File: src/rtl/sr_latch_driver.sv
// Drives the s/r inputs of a NOR SR latch from two raw push-buttons: synchronise,
// debounce, edge-detect, then emit one fixed-width pulse and verify q afterwards.
module sr_latch_driver #(
  parameter int DEB_CYCLES = 4,
  parameter int CNT_W      = 8,
  parameter int PULSE_W    = 2,
  parameter int GAP_W      = 2
) (
  input  logic clk,
  input  logic rst,
  input  logic set_req,
  input  logic clr_req,
  input  logic q_fb,
  output logic s_out,
  output logic r_out,
  output logic busy,
  output logic err
);

  localparam int TMAX = (PULSE_W > GAP_W) ? PULSE_W : GAP_W;
  localparam int TW   = (TMAX > 1) ? $clog2(TMAX) + 1 : 1;

  typedef enum logic [1:0] {IDLE, SET_P, CLR_P, GAP} state_t;

  // Bit 0 carries the set button, bit 1 the clear button.
  logic [1:0]       sync1_q, sync2_q, deb_q, deb_dly_q;
  logic [CNT_W-1:0] cnt_q [2];
  logic [1:0]       ev;

  state_t          state_q, state_d;
  logic [TW-1:0]   tcnt_q, tcnt_d;
  logic            expect_q, expect_d;
  logic            err_q, err_d;
  logic            s_out_q, r_out_q, busy_q;

  always_ff @(posedge clk) begin
    if (rst) begin
      sync1_q   <= '0;
      sync2_q   <= '0;
      deb_q     <= '0;
      deb_dly_q <= '0;
      for (int i = 0; i < 2; i++) cnt_q[i] <= '0;
    end else begin
      sync1_q   <= {clr_req, set_req};
      sync2_q   <= sync1_q;
      deb_dly_q <= deb_q;
      // A level is accepted only after it differs from deb_q for DEB_CYCLES straight cycles.
      for (int i = 0; i < 2; i++) begin
        if (sync2_q[i] == deb_q[i]) begin
          cnt_q[i] <= '0;
        end else if (cnt_q[i] == CNT_W'(DEB_CYCLES - 1)) begin
          deb_q[i] <= sync2_q[i];
          cnt_q[i] <= '0;
        end else begin
          cnt_q[i] <= cnt_q[i] + 1'b1;
        end
      end
    end
  end

  assign ev = deb_q & ~deb_dly_q;

  always_comb begin
    state_d  = state_q;
    tcnt_d   = tcnt_q;
    expect_d = expect_q;
    err_d    = err_q;
    unique case (state_q)
      IDLE: begin
        tcnt_d = '0;
        // Simultaneous requests are ambiguous, so both are dropped.
        if (ev[0] && !ev[1]) begin
          state_d  = SET_P;
          expect_d = 1'b1;
        end else if (ev[1] && !ev[0]) begin
          state_d  = CLR_P;
          expect_d = 1'b0;
        end
      end
      SET_P, CLR_P: begin
        if (tcnt_q == TW'(PULSE_W - 1)) begin
          state_d = GAP;
          tcnt_d  = '0;
        end else begin
          tcnt_d = tcnt_q + 1'b1;
        end
      end
      GAP: begin
        if (tcnt_q == TW'(GAP_W - 1)) begin
          state_d = IDLE;
          tcnt_d  = '0;
          if (q_fb != expect_q) err_d = 1'b1;
        end else begin
          tcnt_d = tcnt_q + 1'b1;
        end
      end
      default: state_d = IDLE;
    endcase
  end

  always_ff @(posedge clk) begin
    if (rst) begin
      state_q  <= IDLE;
      tcnt_q   <= '0;
      expect_q <= 1'b0;
      err_q    <= 1'b0;
      s_out_q  <= 1'b0;
      r_out_q  <= 1'b0;
      busy_q   <= 1'b0;
    end else begin
      state_q  <= state_d;
      tcnt_q   <= tcnt_d;
      expect_q <= expect_d;
      err_q    <= err_d;
      s_out_q  <= (state_d == SET_P);
      r_out_q  <= (state_d == CLR_P);
      busy_q   <= (state_d != IDLE);
    end
  end

  assign s_out = s_out_q;
  assign r_out = r_out_q;
  assign busy  = busy_q;
  assign err   = err_q;

endmodule

File: config.mk
export PLATFORM = sky130hd
export DESIGN_NAME = sr_latch_driver
export DESIGN_NICKNAME = d
export VERILOG_FILES = /design/src/rtl/sr_latch_driver.sv
export SDC_FILE = /design/constraint.sdc
export NUM_CORES = 1
export LEC_CHECK = 0
export CAP_MARGIN = 20
export CORE_MARGIN = 5
export CORE_UTILIZATION = 57
export CTS_CLUSTER_DIAMETER = 50
export DETAILED_ROUTE_END_ITERATION = 10
export PLACE_DENSITY_LB_ADDON = 0.08
export SETUP_SLACK_MARGIN = 0.1
export SYNTH_ARGS = -nofsm -noshare
export SYNTH_HDL_FRONTEND = slang
export SYNTH_SLANG_ARGS = --single-unit
export TNS_END_PERCENT = 5
File: constraint.sdc
create_clock -name clk -period 1.5 [get_ports clk]
set_input_delay 0.3 -clock clk [delete_from_list [all_inputs] [get_ports clk]]
set_output_delay 0.3 -clock clk [all_outputs]
set_load 0.01 [all_outputs]
Word-level counts from Yosys, hierarchy flattened
Memories as Yosys holds them, arrays and structs flattened.
Index checks and enable logic that the tools add are counted.

storage, ports and cells
  bits in registers = 17
  bits in latches = 0
  RAM bits = 16
  bits in read-only memories = 0
  input bits = 5
  output and inout bits = 4
  logic and storage cells = 89
  memories = 1

operators by class
  add/sub/neg operators = 3
  multiply operators = 0
  divide/modulo/power cells = 0
  magnitude comparators = 0
  eq/ne operators = 11
  shifts and indexed selects = 0
  mux-type cells = 39
  bitwise gates (word level) = 10
  reductions and logical operators = 13

memory list
  name   words  bits a word  rd ports  clocked after Yosys merged registers in  wr ports  line  RTL
  cnt_q  2      8            2         0                                        2         27    logic [CNT_W-1:0] cnt_q [2];

operator list
  cell                   number
  $mux W8                6
  $mux W1                26
  $add A8 B1 Y8 const B  2
  $eq A8 B2 Y1 const B   2
  $mux W2                5
  $eq A2 B1 Y1 const B   3
  $eq A2 B2 Y1 const B   3
  $or A1 B1 Y1           6
  $pmux W2 S3            1
  $reduce_and A2 Y1      3
  $pmux W2 S2            1
  $reduce_bool A2 Y1     2
  $reduce_and A3 Y1      1
  $reduce_or A3 Y1       1
  $add A2 B1 Y2 const B  1
  $and A2 B2 Y2          1
  $eq A1 B1 Y1           2
  $logic_and A1 B1 Y1    2
  $logic_not A1 Y1       2
  $logic_not A2 Y1       1
  $not A1 Y1             2
  $not A2 Y2             1
  $reduce_or A2 Y1       1
  $ne A1 B1 Y1           1

Depth between registers and ports, before layout
  word-level depth = 8
  mapped depth = 7
  mapped depth without buffers = 7

Least setup slack after synthesis
Ideal clock, no wire load.

  path type = reg2reg
  start point = memory cnt_q[0][0]
  end point = memory cnt_q[0][2], data pin
  library setup time = 259 ps
  arrival = 1,127 ps
  data required time = 1,241 ps
  slack = 114 ps
  cell stages (with the launch flop) = 6
  path buffers = 0
  period minus slack after synthesis = 1,386 ps
  cell sequence = edfxtp_1 -> ha_1 -> nor4b_2 -> nand2_1 -> nand2b_1 -> nor2_1

RTL lines
  element      line
  from (decl)  27

Final worst setup path
  start point = register deb_dly_q[0]
  end point = register r_out_q, in the netlist r_out

between the ends
  longest elaborated chain between the ends = 8
  elaborated cells on any way between the ends = 9
  those cells by class = eq/ne: 1; mux: 3; bitwise: 2; reduce/logical: 3

RTL lines
  element                 line  RTL
  from (decl)             26    logic [1:0] sync1_q, sync2_q, deb_q, deb_dly_q;
  from (signal assigned)  46    deb_dly_q <= deb_q;
  $not A2 Y2 (*)          61    assign ev = deb_q & ~deb_dly_q;
  $and A2 B2 Y2 (*)       61
  $logic_not A1 Y1        75    end else if (ev[1] && !ev[0]) begin
  $logic_and A1 B1 Y1     75
  $mux W2                 75
  $mux W2 (*)             72    if (ev[0] && !ev[1]) begin
  $pmux W2 S3 (*)         68    unique case (state_q)
  $eq A2 B2 Y1 (*)        116   r_out_q <= (state_d == CLR_P);
  to (signal assigned)    116
  to (decl)               34    logic s_out_q, r_out_q, busy_q;

Mark *: on every way between the ends. The rest lies on a longest branch, timed or not.
A chain may end at the register's enable or synchronous reset.

==> results.sh <==
export IMPL_cts_hold_buf=0
export IMPL_required_ps=1730
export IMPL_std_cell_rows=18
export IMPL_syn_area_per_cell_um2=10.67
export IMPL_path_clk_slew_ps=90
export IMPL_hold_path_class="flop to flop"
export IMPL_power_leakage_nw=0.7914
export IMPL_yosys_warnings=0
export IMPL_die_h_um=61.56
export IMPL_area_delta_synth_final_pct=26.67
export IMPL_crit_top_cell="nand2b_4"
export IMPL_timing_final_hold_violations=0
export IMPL_syn_area_um2=1515
export IMPL_place_hpwl_um=1952
export IMPL_final_layout_size_suffix_gt1_share_pct=24.86
export IMPL_synth_edff_count=16
export IMPL_clk_latency_ps=330
export IMPL_ys_seq_elements=33
export IMPL_run_status="completed"
export IMPL_slew_violations=0
export IMPL_slowest_stage="a211o_2"
export IMPL_routed_via_density=5.028
export IMPL_final_core_util_pct=76.78
export IMPL_clk_path_buf_depth=2
export IMPL_grt_max_degree=11
export IMPL_final_cell_mix="24 x nor2_1, 16 x edfxtp_1, 16 x conb_1, 14 x buf_4, 12 x dfxtp_1"
export IMPL_num_antenna_cells=0
export IMPL_antenna_found_initial=0
export IMPL_min_period_ps=1404
export IMPL_critical_path_class="flop to flop"
export IMPL_drt_total_wl_um=2619
export IMPL_setup_ws_ps=96.20
export IMPL_drc=0
export IMPL_htree_levels=2
export IMPL_die_x_um=61.56
export IMPL_num_vias=1081
export IMPL_start_util_pct=60.61
export IMPL_p_per_area_nw_per_um2=933.1
export IMPL_peakVddDrop_mv=0.8638
export IMPL_finClkSkew_ps=11.53
export IMPL_syn_inst=142
export IMPL_boundaryPins=9
export IMPL_gp_congestion=0.8125
export IMPL_crit_path_end_kind="flop"
export IMPL_rsz0062_at_grt="true"
export IMPL_ys_seq_area_share_pct=54.17
export IMPL_grt_overflow_total=0
export IMPL_fmax_mhz=712.4
export IMPL_clockRootBuffer="clkbuf_4"
export IMPL_critical_path_max_fanout=4
export IMPL_crit_buf_inv=1
export IMPL_drv_cap=0
export IMPL_power_w=0.001791
export IMPL_final_nets=197
export IMPL_start_kind="flop"
export IMPL_dp_slack_ps=-46.61
export IMPL_grt_pass1_wl_um=4698
export IMPL_grt_util_all_layers_pct=17.89
export IMPL_setup_viol=0
export IMPL_path_delay_family="simple AND/OR/NAND/NOR gates"
export IMPL_core_region_area_um2=2500
export IMPL_crit_chain="nand2b_4, inv_2, ha_4, nand2b_4, a21oi_2, a211o_2, nor3b_2"
export IMPL_dieArea_um2=3790
export IMPL_drt_iter0_drc=56
export IMPL_yosysUniqueCellTypes=25
export IMPL_io_buffers=8
export IMPL_clock_sinks=33
export IMPL_drtPass1Iterations=4
export IMPL_ant_nets=0
export IMPL_final_common_cell="nor2_1"
export IMPL_fin_crit_sh_pct=93.59
export IMPL_whs_ps=439.7
export IMPL_cts_buffers=5
export IMPL_async_flop_share_pct=0
export IMPL_tns_ps=0
export IMPL_routedWlPerCell_um=12.18
export IMPL_ys_flop_type="dfxtp_1"
export IMPL_cts_tree="built"
export IMPL_arrival_ps=1630
export IMPL_cp_slowest_stage_delay_ps=350
export IMPL_grt_pass1_vias=1098
==> path summary, 6_finish.rpt <==
check | startpoint | to | slack (ps) | depth (start not counted)
min reg2reg | sync1_q[1] | sync2_q[1] | 440 | 1
max | deb_dly_q[0] | r_out | 100 | 7
min | sync1_q[1] | sync2_q[1] | 440 | 1
max reg2reg | deb_dly_q[0] | r_out | 100 | 7
==> state kept, by name, summed over array words and instances, names as in the netlist <==
| signal | count |
|---|---|
| deb_dly_q | 2 |
| r_out | 1 |
| busy | 1 |
| err | 1 |
| tcnt_q | 2 |
| s_out | 1 |
| state_q | 2 |
| sync1_q | 2 |
| deb_q | 2 |
| expect_q | 1 |
| cnt_q | 16 |
| sync2_q | 2 |
==> worst reg2reg max path: cells and delay by family, from the launching register on <==
kind,cells,cell delay [ps]
compound gates,2,380
fa+ha+maj,1,120
buf+inv,1,60
flops,1,320
simple gates,3,430
==> through the flow <==
stage	std cells	instance area (um2)
after global routing	215	1919
after CTS	214	1871
final	215	1919
after floorplan	157	1572
after global placement	206	1777
after detailed placement	206	1777
==> metal layers <==
metal	up-vias	part of all wire (%)	GRT usage (%)	routed length, um
met4	0	0.65	7.879	17
met5	-	0	0	0
met3	2	4.2	8.176	111
li1	550	-	-	-
met2	16	51	28.10	1329
met1	513	44	21.00	1161
==> Yosys cell counts, drive strengths merged, types with 2 or more instances <==
cell type	count	area, um2
dfxtp	17	340.3
nor3b	2	25.02
xnor2	5	43.79
nor3	4	25.02
nand3	10	55.05
ha	8	100.1
nor2b	7	43.79
nor4	3	18.77
edfxtp	16	480.5
buf	2	10.01
nor2	24	90.09
nand2	5	18.77
and3	4	25.02
a21oi	4	20.02
inv	9	33.78
xor2	10	87.58
mux2i	2	20.02
nand2b	5	31.28
==> area by class of cell <==
class	instances	area (um2)
inverters	9	33.78
fillers	174	580.6
well taps	30	37.54
multi-input cells	113	782.0
repair buffers	22	180.2
flip-flops and latches	33	827.0
clock buffers	8	58.81
==> power by group <==
part	internal (W)	switching, W	leakage, nW
Clock	0.000231	0.000282	0.0326
Sequential	0.000991	0.0000287	0.306
Combinational	0.000130	0.000129	0.453
Total	0.00135	0.000439	0.791
==> kinds of logic after synthesis <==
family,count (synthesis),synth area share [%]
buffers and inverters,11,2.890
DFF,33,54.17
adders and majority gates,8,6.606
xor gates and xnor gates,15,8.670
other,1,0.2475
muxes,2,1.321
and+or+nand+nor,65,22.96
AOI/OAI and AO/OA,7,3.138
==> timing repair <==
action                                  4_1_cts  5_1_grt
resized for setup                            12       13
buffers inserted                              0        1
gates cloned                                  0        0
pin swaps                                     1        4
endpoints found under the setup margin       19       17
hold endpoints to repair                      0        0
No activity file was read; power rests on OpenSTA's default activity.
